### config.mk
export PLATFORM = sky130hd
export DESIGN_NAME = rev_serial_16b
export DESIGN_NICKNAME = d
export VERILOG_FILES = /design/src/rtl/rev_serial_16b.sv
export SDC_FILE = /design/constraint.sdc
export NUM_CORES = 1
export LEC_CHECK = 0
export BUFFER_PORTS_ARGS = -buffer_cell sky130_fd_sc_hd__clkbuf_2
export CORE_ASPECT_RATIO = 0.75
export CORE_UTILIZATION = 48
export CTS_CLUSTER_SIZE = 14
export DETAILED_ROUTE_END_ITERATION = 6
export GPL_TIMING_DRIVEN = 0
export HOLD_SLACK_MARGIN = 0.02
export PLACE_DENSITY = 0.71
export SETUP_SLACK_MARGIN = 0.2
export SYNTH_ARGS = -nofsm -noshare
export SYNTH_HDL_FRONTEND = slang
export SYNTH_SLANG_ARGS = --single-unit
### constraint.sdc
create_clock -name clk -period 1.8 [get_ports clk]
set_clock_uncertainty 0.1 [all_clocks]
set_input_delay 0.36 -clock clk [delete_from_list [all_inputs] [get_ports clk]]
set_output_delay 0.36 -clock clk [all_outputs]
set_load 0.01 [all_outputs]
### src/rtl/rev_serial_16b.sv
// Serial bit-reverser: accepts a word, then either passes it through or
// reverses it one bit per clock, and holds the result until it is taken.
module rev_serial_16b #(
  parameter int WIDTH = 16
) (
  input  logic             clk,
  input  logic             rst,
  input  logic [WIDTH-1:0] in,
  input  logic             revBit,
  input  logic             in_valid,
  output logic             in_ready,
  output logic [WIDTH-1:0] out,
  output logic             out_valid,
  input  logic             out_ready,
  output logic             busy
);

  localparam int CW = $clog2(WIDTH);
  localparam logic [CW-1:0] CNT_LAST = CW'(WIDTH - 1);

  typedef enum logic [1:0] {
    S_IDLE,
    S_SHIFT,
    S_DONE
  } state_t;

  state_t           r_state;
  state_t           w_state_nxt;
  logic [WIDTH-1:0] r_src;
  logic [WIDTH-1:0] r_out;
  logic [CW-1:0]    r_cnt;
  logic             r_rev;
  logic             w_accept;
  logic             w_last;

  assign w_accept = (r_state == S_IDLE) && in_valid;
  // A pass-through word never shifts, so r_rev also guards the exit.
  assign w_last   = (r_cnt == CNT_LAST) || !r_rev;

  always_ff @(posedge clk or posedge rst) begin
    if (rst) begin
      r_state <= S_IDLE;
    end else begin
      r_state <= w_state_nxt;
    end
  end

  always_comb begin
    w_state_nxt = r_state;
    case (r_state)
      S_IDLE: begin
        if (in_valid) begin
          w_state_nxt = revBit ? S_SHIFT : S_DONE;
        end
      end
      S_SHIFT: begin
        if (w_last) begin
          w_state_nxt = S_DONE;
        end
      end
      S_DONE: begin
        if (out_ready) begin
          w_state_nxt = S_IDLE;
        end
      end
      default: w_state_nxt = S_IDLE;
    endcase
  end

  always_ff @(posedge clk or posedge rst) begin
    if (rst) begin
      r_src <= '0;
      r_out <= '0;
      r_cnt <= '0;
      r_rev <= 1'b0;
    end else if (w_accept) begin
      r_src <= in;
      r_rev <= revBit;
      r_cnt <= '0;
      r_out <= revBit ? '0 : in;
    end else if (r_state == S_SHIFT) begin
      r_out <= {r_out[WIDTH-2:0], r_src[0]};
      r_src <= r_src >> 1;
      // Saturate on the final shift so the count never wraps.
      if (!w_last) begin
        r_cnt <= r_cnt + 1'b1;
      end
    end
  end

  assign in_ready  = (r_state == S_IDLE);
  assign out_valid = (r_state == S_DONE);
  assign busy      = (r_state == S_SHIFT) || (r_state == S_DONE);
  assign out       = r_out;

endmodule

Yosys cells after proc, flatten, opt, wreduce, memory -nomap -nowiden
Index checks and enable logic that the tools add are counted.
Widths: inputs -> output; s select.
- flip-flop bits (word level): 39
- output and inout bits: 19
- word-level logic and storage cells: 34
- $add $sub $neg: 1
- equal/unequal tests: 7
- mux-type cells: 13
- reductions and logical operators: 8
- operators by type and width (operator ; number):
    $mux 16 ; 5
    $mux 4 ; 3
    $mux 2 ; 4
    $ne 2x2->1 const B ; 3
    $pmux 2 s3 ; 1
    $add 4x1->4 const B ; 1
    $eq 4x4->1 const B ; 1
    $reduce_and 3->1 ; 1
    $eq 2x1->1 const B ; 1
    $eq 2x2->1 const B ; 1
    $logic_not 2->1 ; 1
    $logic_or 1x1->1 ; 2
    $ne 2x1->1 const B ; 1
    $reduce_and 2->1 ; 1
    $reduce_bool 2->1 ; 1
    $logic_and 1x1->1 ; 1
    $logic_not 1->1 ; 1

Depth between registers and ports, before layout
- depth in word-level cells: 5
- gate-level depth with buffers: 7
- gate-level depth less buffers: 5

Least setup slack after synthesis
No wires, ideal clock.
- path kind: reg-to-reg
- from: register r_state[0]
- to: register r_out[0] (netlist: out[0])
- arrival: 1243 ps
- data required time: 1563 ps
- slack: 320 ps
- cell stages (with the launch flop): 6
- clock period less this slack: 1480 ps
- path through: dfrtp_1 > inv_1 > ha_1 > nand2_1 > clkbuf_1 > a21oi_1
- cells in the longest elaborated chain, start to end: 3
- elaborated cells on any way between the ends: 5
- classes of those cells: eq/ne: 1; mux: 1; reduce/logical: 3
- ends and longest elaborated chain (element ; line ; source):
    start, declared ; 27 ; state_t r_state;
    start signal, assigned ; 44 ; r_state <= w_state_nxt;
    $logic_not 2->1 * ; - ;
    named net in_ready ; 11 ; output logic in_ready,
    $logic_and 1x1->1 * ; 36 ; assign w_accept = (r_state == S_IDLE) && in_valid;
    $mux 16 / $reduce_bool 2->1 (equally long branches) ; - ;
    end signal, assigned ; 80 ; r_out <= revBit ? '0 : in;
    end signal, assigned ; 82 ; r_out <= {r_out[WIDTH-2:0], r_src[0]};
    end, declared ; 30 ; logic [WIDTH-1:0] r_out;
The timed path passes the listed nets; every way through them passes the cells marked *.
A chain may end at the register's enable or synchronous reset.

Worst setup path in the final report
- from: register r_state[1]
- to: output out_valid
- cells in the longest elaborated chain, start to end: 1
- ends and longest elaborated chain (element ; line ; source):
    $eq 2x2->1 ; 92 ; assign out_valid = (r_state == S_DONE);
    end, declared ; 13 ; output logic out_valid,
No other way between the ends.

==> results.tsv <==
metric	value	unit
Site Rows	19	
Min-Delay Path Class	input pin to asynchronous set/reset pin	
Critical Path End Type	output pin	
DRC	0	
Routability Congestion	0.768	
H-Tree Depth	2	
first-pass GRT wire length	6.47	mm
Hold WS	103	ps
CP Buf/Inv Count	2	
critical path's slowest cell	dfrtp_1	
GRT Residual Overflow	0	
Skew-Pair Late Insertion Delay	280	ps
post-synthesis cell count	184	
outcome	finished, final reports clean	
final slew viol count	0	
reg2reg path depth	6	
top cells by area, synth	dfrtp_1 51%, mux2i_1 17%, a21oi_1 9.2%	
DR iter-0 viols	82	
sw frac	38.3	%
total length of routed wires	3.98	mm
Clk pwr share	13.5	%
Yosys warning count	0	
die extent in y	56.6	µm
FF-to-FF Start	r_state[0]$_DFFE_PP0P_	
die area	4230	µm²
Netlist cell types	28	
Mapped Nets	209	
GRT Total Usage	20.8	%
# IOs	40	
Crit. path cell count	3	
final antenna-violating net count	0	
CTS root buffer	clkbuf_8	
number of I/O port buffers	39	
Reg2Reg Setup Slack	250	ps
Worst Path Arrival	1110	ps
vias in the first global route	1380	
Placed Cells	275	
crit share post-route	87.4	%
layout cell share with drive strength beyond 1	29.7	%
area of the core	3730	µm²
RSZ-0062 raised after global routing	true	
Power Density	1700	nW/µm²
Comb power frac	46.6	%
register share of total power	39.9	%
worst setup path category	flop to output pin	
CTS tree	built	
Clk pin slew, worst setup/hold paths	70	ps
share of the synthesized area in the top cell type	51.2	%
routed vias	1509	
Critical Path RT	1340	ps
Slew @ Worst Pin	789	ps
Worst setup SP type	flop	
Hold Fails Final Rpt	0	
Synth Cell Area	1900	µm²
Num CTS Buffers	5	
worst r2r dst	r_cnt[2]$_DFFE_PP0P_	
dpl hpwl	2.86	mm
Rel. slew slack	47.3	%
leading area contributor after synthesis	dfrtp_1	
fin area	2320	µm²
routed len/inst	14.0	µm
Int Pwr	2.44	mW
NetSw	1.51	mW
Leak Pwr	1.04	nW
Max VDD drop	1020	µV
Tmin final	1570	ps
Crit. Startpoint	r_state[1]$_DFFE_PP0P_	
Diodes inserted	0	
maximum clock rate	0.636	GHz
slowest cell delay on critical path	390	ps
clk buf depth	2	
CP top delay family	flip-flops	
1st-pass router iterations	4	
Layout area overhead	21.8	%
placed cell areas	2160	µm²
clk sinks	39	
die width	74.7	µm
Seq/Total Area, Yosys	51.2	%
setup violators final	0	
Max Cap Viol	0	
worst-path maximum fanout	2	
Nets	258	
antenna violations before repair	0	
largest net degree at the start of global routing	40	
crit-path cells	buf_4 > ha_1 > clkbuf_2	
Initial Util	51.0	%
mean area per synthesized cell	10.3	µm²
Via density	5.31	
Yosys reg bits	39	
fin cells	284	
CP endpoint	out_valid	
Yosys cell counts:
cell type	n
a21oi_1	35
a41oi_1	1
clkbuf_1	2
o21ai_0	17
nor3_1	2
nand2_1	21
dfrtp_1	39
inv_1	4
clkbuf_2	1
ha_1	4
a211oi_1	1
o2bb2ai_1	1
or3_1	1
and3_1	1
nand2b_1	1
mux2i_1	32
nor3b_1	1
nand2_4	1
and2_1	2
o221ai_1	1
a21boi_0	1
clkinv_1	1
and4b_1	1
buf_4	4
nand3_1	2
buf_2	5
nor2_1	1
nand3b_1	1
cells by family (layout without fill, tap and decap cells):
family	count (synthesis)	after routing	share of synthesized area, %
compound gates	57	57	15.8
fa+ha+maj	4	4	2.63
buf+inv	17	65	4.53
flops	39	39	51.2
mux	32	32	16.8
simple gates	35	35	8.94
power by group through the flow:
stage	Combinational (mW)	Clock [mW]	Sequential, mW
after floorplan	1.11	0	1.61
after global placement	1.64	0	1.57
after detailed placement	1.66	0	1.59
after CTS	1.69	0.549	1.57
after global routing	2.06	0.587	1.63
final	1.84	0.533	1.58
area by class of cell:
class	instances	area, µm²
fillers	333	1410
flip-flops and latches	39	976
multi-input cells	128	876
repair buffers	42	224
plain buffers	12	87.6
clock buffers	6	72.6
well taps	52	65.1
inverters	5	18.8
per-stage QoR:
stage | TNS, ps | util (%) | worst slack, ps | total power, mW
global placement | -3020 | 58.0 | -79.4 | 3.21
finish | 0 | 62.2 | 228 | 3.95
global route | 0 | 62.2 | 176 | 4.28
floorplan | 0 | - | 320 | 2.73
detailed placement | 0 | 58.0 | 83.4 | 3.25
CTS | 0 | 60.2 | 186 | 3.81
how the worst min path moves through the flow:
| stage | start | endpoint | slack (ps) |
|---|---|---|---|
| 2_1_floorplan | r_cnt[3]$_DFFE_PP0P_ | r_cnt[3]$_DFFE_PP0P_ | 360 |
| 3_3_place_gp | r_cnt[3]$_DFFE_PP0P_ | r_cnt[3]$_DFFE_PP0P_ | 390 |
| 3_5_place_dp | r_cnt[3]$_DFFE_PP0P_ | r_cnt[3]$_DFFE_PP0P_ | 390 |
| 4_1_cts | rst | r_state[0]$_DFFE_PP0P_ | 140 |
| 5_1_grt | rst | out[15]$_DFFE_PP0P_ | 180 |
| 6_report | rst | r_state[1]$_DFFE_PP0P_ | 100 |
routing by layer:
| metal | share of wire (%) | global-route usage [%] | routed length, µm |
|---|---|---|---|
| met1 | 50 | 29.5 | 1990 |
| met2 | 45 | 30.2 | 1770 |
| met3 | 4.8 | 5.92 | 190 |
| met4 | 0.68 | 7.28 | 27 |
| met5 | 0 | 0 | 0 |
registers in the layout, summed over array words and instances (netlist names):
register / flops
out: 16
r_src: 16
r_cnt: 4
r_state: 2
r_rev: 1
layout by cell type, fill, tap and decap left out, types with 3 or more instances in the layout:
| cell type | count |
|---|---|
| inv_2 | 3 |
| a21oi_1 | 34 |
| mux2i_1 | 32 |
| dfrtp_1 | 39 |
| clkbuf_2 | 39 |
| o21ai_0 | 13 |
| buf_2 | 3 |
| o21ai_1 | 4 |
| clkbuf_8 | 5 |
| buf_4 | 6 |
| buf_6 | 4 |
| nand2_1 | 20 |
what timing repair did:
action,4_1_cts,5_1_grt
gates resized for setup,2,24
endpoints found under the hold margin,0,0
setup buffers,1,2
hold buffers,0,0
endpoints found under the setup margin,13,39
Note: power is estimated with default switching activity, not from simulation.
